$ cat config.mk
export PLATFORM = sky130hd
export DESIGN_NAME = imm_ext_stage
export DESIGN_NICKNAME = d
export VERILOG_FILES = /design/src/rtl/ext_pkg.sv /design/src/rtl/ext_core.sv /design/src/rtl/imm_ext_stage.sv
export SDC_FILE = /design/constraint.sdc
export NUM_CORES = 1
export LEC_CHECK = 0
export CAP_MARGIN = 20
export CORE_MARGIN = 3
export CORE_UTILIZATION = 40
export CTS_BUF_LIST = sky130_fd_sc_hd__clkbuf_16
export DETAILED_ROUTE_END_ITERATION = 8
export PLACE_DENSITY = 0.69
export REMOVE_ABC_BUFFERS = 1
export SKIP_CTS_REPAIR_TIMING = 1
export SYNTH_ARGS = -nofsm -noshare
export SYNTH_HDL_FRONTEND = slang
export SYNTH_SLANG_ARGS = --single-unit
$ cat constraint.sdc
create_clock -name clk -period 6.7 [get_ports clk]
set_input_delay 1.34 -clock clk [delete_from_list [all_inputs] [get_ports clk]]
set_output_delay 1.34 -clock clk [all_outputs]
set_load 0.01 [all_outputs]
$ cat src/rtl/ext_pkg.sv
// ext_pkg
//   Shared definitions for the immediate-extension path: the 3-bit
//   extension-mode type and its encodings. Imported by ext_core (decode)
//   and imm_ext_stage (control).
package ext_pkg;

    typedef logic [2:0] eop_t;

    localparam eop_t EOP_SEXT  = 3'b000;  // sign-extend full immediate
    localparam eop_t EOP_ZEXT  = 3'b001;  // zero-extend full immediate
    localparam eop_t EOP_LUI   = 3'b010;  // immediate in the top bits
    localparam eop_t EOP_BR    = 3'b011;  // sign-extended branch offset, shifted
    localparam eop_t EOP_SEXT8 = 3'b100;  // sign-extend low byte
    localparam eop_t EOP_ZEXT8 = 3'b101;  // zero-extend low byte
    localparam eop_t EOP_SEXTH = 3'b110;  // sign-extend low half
    localparam eop_t EOP_ZEXTH = 3'b111;  // zero-extend low half

endpackage

$ cat src/rtl/ext_core.sv
// ext_core
//   Purely combinational immediate extender. Shared with the fetch-stage
//   branch-target adder, so it carries no state.
//   Ports:
//     imm   in   IMM_W   raw immediate
//     EOp   in   3       extension mode (ext_pkg encodings)
//     word  out  DATA_W  extended result
module ext_core
    import ext_pkg::*;
#(
    parameter int IMM_W    = 16,
    parameter int DATA_W   = 32,
    parameter int BR_SHIFT = 2
) (
    input  logic [IMM_W-1:0]  imm,
    input  eop_t              EOp,
    output logic [DATA_W-1:0] word
);

    localparam int H = IMM_W / 2;

    generate
        if ((IMM_W < 4) || (IMM_W % 2 != 0)) begin : g_bad_imm_w
            $error("ext_core: IMM_W must be even and at least 4");
        end
        if (DATA_W < IMM_W + BR_SHIFT) begin : g_bad_data_w
            $error("ext_core: DATA_W must be at least IMM_W + BR_SHIFT");
        end
    endgenerate

    logic        [7:0]        lo_byte;
    logic        [H-1:0]      lo_half;
    logic signed [IMM_W-1:0]  imm_s;
    logic signed [DATA_W-1:0] sext_full;
    logic signed [DATA_W-1:0] br_off;
    logic        [DATA_W-1:0] zext_full;

    // Immediates narrower than a byte are sign-extended up to 8 bits so the
    // byte modes still see a well-defined operand.
    generate
        if (IMM_W >= 8) begin : g_byte_direct
            assign lo_byte = imm[7:0];
        end else begin : g_byte_widen
            assign lo_byte = 8'($signed(imm));
        end
    endgenerate

    assign lo_half   = imm[H-1:0];
    assign imm_s     = $signed(imm);
    assign sext_full = DATA_W'(imm_s);
    assign zext_full = DATA_W'(imm);
    assign br_off    = sext_full <<< BR_SHIFT;

    always_comb begin
        word = '0;
        case (EOp)
            EOP_SEXT:  word = sext_full;
            EOP_ZEXT:  word = zext_full;
            EOP_LUI:   word = zext_full << (DATA_W - IMM_W);
            EOP_BR:    word = br_off;
            EOP_SEXT8: word = DATA_W'($signed(lo_byte));
            EOP_ZEXT8: word = DATA_W'(lo_byte);
            EOP_SEXTH: word = DATA_W'($signed(lo_half));
            EOP_ZEXTH: word = DATA_W'(lo_half);
            default:   word = '0;
        endcase
    end

endmodule

$ cat src/rtl/imm_ext_stage.sv
// imm_ext_stage
//   Registered immediate extender between decode and the ALU operand mux.
//   The extended word is computed at acceptance and held in a 2-entry skid
//   buffer (output register + skid register) so execute can stall without
//   losing or duplicating immediates. Only results are stored.
//   Ports:
//     clk        in   1       rising-edge clock
//     reset      in   1       asynchronous, active-high; clears all state
//     in_valid   in   1       imm/EOp valid
//     in_ready   out  1       stage can accept (registered)
//     imm        in   IMM_W   raw immediate
//     EOp        in   3       extension mode
//     out_valid  out  1       ext holds a valid result (registered)
//     out_ready  in   1       consumer accepts
//     ext        out  DATA_W  extended result (registered)
module imm_ext_stage
    import ext_pkg::*;
#(
    parameter int IMM_W    = 16,
    parameter int DATA_W   = 32,
    parameter int BR_SHIFT = 2
) (
    input  logic              clk,
    input  logic              reset,
    input  logic              in_valid,
    output logic              in_ready,
    input  logic [IMM_W-1:0]  imm,
    input  logic [2:0]        EOp,
    output logic              out_valid,
    input  logic              out_ready,
    output logic [DATA_W-1:0] ext
);

    localparam logic [1:0] ST_EMPTY = 2'b00;
    localparam logic [1:0] ST_ONE   = 2'b01;
    localparam logic [1:0] ST_TWO   = 2'b10;

    logic [1:0]        state;
    logic [1:0]        state_nx;
    logic              out_valid_q;
    logic              in_ready_q;
    logic [DATA_W-1:0] out_reg;
    logic [DATA_W-1:0] skid_reg;
    logic [DATA_W-1:0] new_word;
    logic              acc;
    logic              pop;
    logic              load_out;
    logic              out_from_skid;
    logic              load_skid;

    ext_core #(
        .IMM_W    (IMM_W),
        .DATA_W   (DATA_W),
        .BR_SHIFT (BR_SHIFT)
    ) u_core (
        .imm  (imm),
        .EOp  (eop_t'(EOp)),
        .word (new_word)
    );

    assign acc = in_valid & in_ready_q;
    assign pop = out_valid_q & out_ready;

    always_comb begin
        state_nx      = state;
        load_out      = 1'b0;
        out_from_skid = 1'b0;
        load_skid     = 1'b0;
        case (state)
            ST_EMPTY: begin
                if (acc) begin
                    state_nx = ST_ONE;
                    load_out = 1'b1;
                end
            end
            ST_ONE: begin
                if (acc && !pop) begin
                    state_nx  = ST_TWO;
                    load_skid = 1'b1;
                end else if (acc && pop) begin
                    load_out = 1'b1;
                end else if (pop) begin
                    state_nx = ST_EMPTY;
                end
            end
            ST_TWO: begin
                // in_ready is low here, so nothing new can arrive
                if (pop) begin
                    state_nx      = ST_ONE;
                    load_out      = 1'b1;
                    out_from_skid = 1'b1;
                end
            end
            default: state_nx = ST_EMPTY;
        endcase
    end

    // Status flags are registered copies of the next state so that in_ready
    // and out_valid come straight from flops with no path from out_ready.
    // Data registers load only on acceptance/skid drain, so X inputs with
    // in_valid low never reach ext.
    always_ff @(posedge clk or posedge reset) begin
        if (reset) begin
            state       <= ST_EMPTY;
            out_valid_q <= 1'b0;
            in_ready_q  <= 1'b1;
            out_reg     <= '0;
            skid_reg    <= '0;
        end else begin
            state       <= state_nx;
            out_valid_q <= (state_nx != ST_EMPTY);
            in_ready_q  <= (state_nx != ST_TWO);
            if (load_out) begin
                out_reg <= out_from_skid ? skid_reg : new_word;
            end
            if (load_skid) begin
                skid_reg <= new_word;
            end
        end
    end

    assign in_ready  = in_ready_q;
    assign out_valid = out_valid_q;
    assign ext       = out_reg;

endmodule

==> impl_metrics.py <==
metrics = {
    "critical_path": {
        "cp.arrival_ns": 3.87,
        "r2r-end": "ext[27]",
        "reg2reg_from": "state[0]",
        "path_max_fanout": 63,
        "cpMostUsedCell": "buf_4",
        "crit_type": "in2reg",
        "max_stage_delay_ns": 0.70,
        "cp.required_ns": 6.90,
        "crit_family": "buffers and inverters",
        "endpoint": "ext[27]",
        "end_kind": "flop",
        "cp-start-kind": "input port",
        "reg2reg_depth": 6,
        "cp_num_cells": 7,
        "crit_path_top_delay_cell": "o311a_2",
        "r2r_slack_ns": 3.97,
        "crit_chain": "clkdlybuf4s50_1 > nand4b_2 > buf_4 > o311a_2 > buf_4 > nor2_1 > a22o_1",
        "worst-path-buf-inv": 3,
        "crit_start": "out_ready",
    },
    "clock_network": {
        "cts_num_sinks": 68,
        "clk_latency_ns": 0.32,
        "cts-root-buf": "clkbuf_16",
        "cts.path.max_buffers": 2,
        "cts_buffers": 9,
        "h-tree-depth": 3,
        "clk_transition_reported_paths_ns": 0.05,
        "tritoncts": "done",
    },
    "global_route": {
        "antenna_found_initial": 0,
        "grt_first_pass_wirelength_um": 13400,
        "grt_max_degree": 69,
        "grt_pass1_vias": 2662,
        "grt_overflow": 0,
        "grt_usage": 0.167,
    },
    "pwr": {
        "peakVddDrop_mv": 0.152,
        "power_per_cell_area_nw_per_um2": 422,
        "leakagePower_nw": 1.99,
    },
    "synth": {
        "netlist_instances": 364,
        "synthesis.area_um2": 3490,
        "syn_area_per_cell_um2": 9.58,
        "synthXorXnorAreaFrac": 0.00251,
        "synthArstFlopShare": 1.00,
        "synthFlopType": "dfrtp_1",
        "synth.distinct_cells": 39,
        "yosys_warnings": 0,
        "synth_seq_cells": 68,
        "synthTopCellsByArea": "dfrtp_1 48%, nor2_1 5.3%, o21ai_0 5.2%, mux2_2 4.5%, and4b_1 3.7%",
        "synth_edf_count": 0,
        "synthAdderAreaFrac": 0,
        "yosysTopAreaCellShare": 0.481,
        "seq_area_frac_synth": 0.488,
        "yosys.area.top_type": "dfrtp_1",
        "synth_compound_area_frac": 0.252,
        "synth-simple-area-share": 0.165,
        "synth_top_family_by_area": "compound AO/OA/AOI/OAI gates",
        "synth.area.mux_share": 0.0452,
    },
    "floorplanning": {
        "dieArea_um2": 9870,
        "die_y_um": 99.4,
        "die_w_um": 99.4,
        "num_rows": 33,
        "start_util": 0.418,
        "fp.coreArea_um2": 8340,
        "ios": 57,
    },
    "route": {
        "drt-pass1-iter-count": 4,
        "postRouteWirelength_um": 7910,
        "wl_per_cell_um": 15.4,
        "drc_errors": 0,
        "vias_per_cell": 5.41,
        "drtAntennaViolNets": 0,
        "vias": 2775,
        "drtIter0Drc": 136,
    },
    "sta": {
        "period_share": 0.548,
        "fin_ws_ns": 3.03,
        "finalCriticalPeriod_ns": 3.67,
        "hold_viol_final": 0,
        "finalSetupViolations": 0,
        "rsz0062_at_grt": "no",
        "hold_ws_ns": 0.475,
        "fin_skew_ns": 0.00622,
        "worst_pin_slew_ns": 0.958,
        "relSlewSlack": 0.359,
        "max_freq_mhz": 273,
        "finalSetupTns_ns": 0,
        "finalMaxSlewViolations": 0,
    },
    "flow_run": {
        "maxCapViolCount": 0,
    },
    "placed_design": {
        "post-place-ws_ns": 2.59,
        "place_hpwl_um": 5180,
        "gp_congestion": 0.797,
        "io_buffers": 56,
    },
    "final_layout": {
        "drive_gt1_frac": 0.0907,
        "syn_to_final_growth_pct": 23.8,
        "diodes": 0,
        "fill_cells": 773,
        "final_util": 0.517,
        "num-nets-final": 426,
    },
    "status": {
        "status": "finished clean",
    },
    "hold_path": {
        "min_path_type": "reg2reg",
        "whs_path_depth": 1,
    },
}
[metrics by stage]
step / power [mW] / cell area, um2 / cells
2_1_floorplan: 1.12 / 3330 / 331
3_3_place_gp: 1.41 / 4050 / 496
6_report: 1.82 / 4320 / 513
5_1_grt: 1.95 / 4320 / 513
4_1_cts: 1.84 / 4300 / 512
3_5_place_dp: 1.44 / 4050 / 496
[synth_stat cells (2+ instances only)]
cell / n
buf_4: 2
and3b_1: 2
nand2b_1: 5
a21o_1: 16
o21ai_0: 36
a211oi_1: 12
and4b_1: 13
o21ai_1: 6
a22o_1: 14
inv_1: 2
nand2_1: 32
dfrtp_1: 67
a21oi_1: 22
o211ai_1: 13
and3_1: 2
nand3_1: 2
a211oi_2: 4
clkbuf_1: 14
nor2_1: 49
nor2b_1: 5
buf_2: 15
mux2_2: 14
[cells by family (layout without fill, tap and decap cells)]
logic type | Yosys count | count (layout)
xor gates and xnor gates | 1 | 1
buffers and inverters | 35 | 79
and+or+nand+nor | 114 | 114
AOI/OAI and AO/OA | 132 | 132
DFF | 68 | 68
muxes | 14 | 14
[power by group]
group	switching, mW	internal [mW]	total [mW]
combinational	0.339	0.373	0.713
sequential	0.107	0.605	0.712
clock	0.155	0.240	0.395
total	0.601	1.22	1.82
[cell type report]
| type | count | area (um2) | share of cell area |
|---|---|---|---|
| Clock inverter | 7 | 26.3 | 0.00609 |
| Timing Repair Buffer | 61 | 602 | 0.139 |
| Tap cell | 105 | 131 | 0.0304 |
| Clock buffer | 9 | 225 | 0.0522 |
| Sequential cell | 68 | 1700 | 0.395 |
| Inverter | 2 | 7.51 | 0.00174 |
| Multi-Input combinational cell | 261 | 1620 | 0.375 |
[layer usage]
layer,wire length (um),global-route usage
met2,3670,0.258
met4,163,0.0714
met5,0,0
met1,3880,0.234
met3,198,0.0252
[layout by cell type (no fill, tap or decap), types with 2 or more instances in the layout]
cell type        count
a21oi_1             22
and3_1               2
clkdlybuf4s50_1     56
and3b_1              2
o211ai_1            13
nor2b_1              5
and4b_1             13
nand3_1              2
o21ai_1              6
nand2_1             32
a211oi_2             4
dfrtp_1             67
o21ai_0             36
nand2b_1             5
a21o_1              16
a22o_1              14
inv_1                7
clkbuf_16            9
a211oi_1            12
nor2_1              49
mux2_2              14
buf_4                4
[worst min path at each step]
stage           startpoint     endpoint  slack, ns
2_1_floorplan  skid_reg[0]  skid_reg[0]       0.45
3_3_place_gp        ext[7]       ext[7]       0.46
3_5_place_dp        ext[4]       ext[4]       0.47
4_1_cts             ext[4]       ext[4]       0.48
5_1_grt            ext[31]      ext[31]       0.49
6_report           ext[31]      ext[31]       0.48
(Power assumes the default switching activity.)
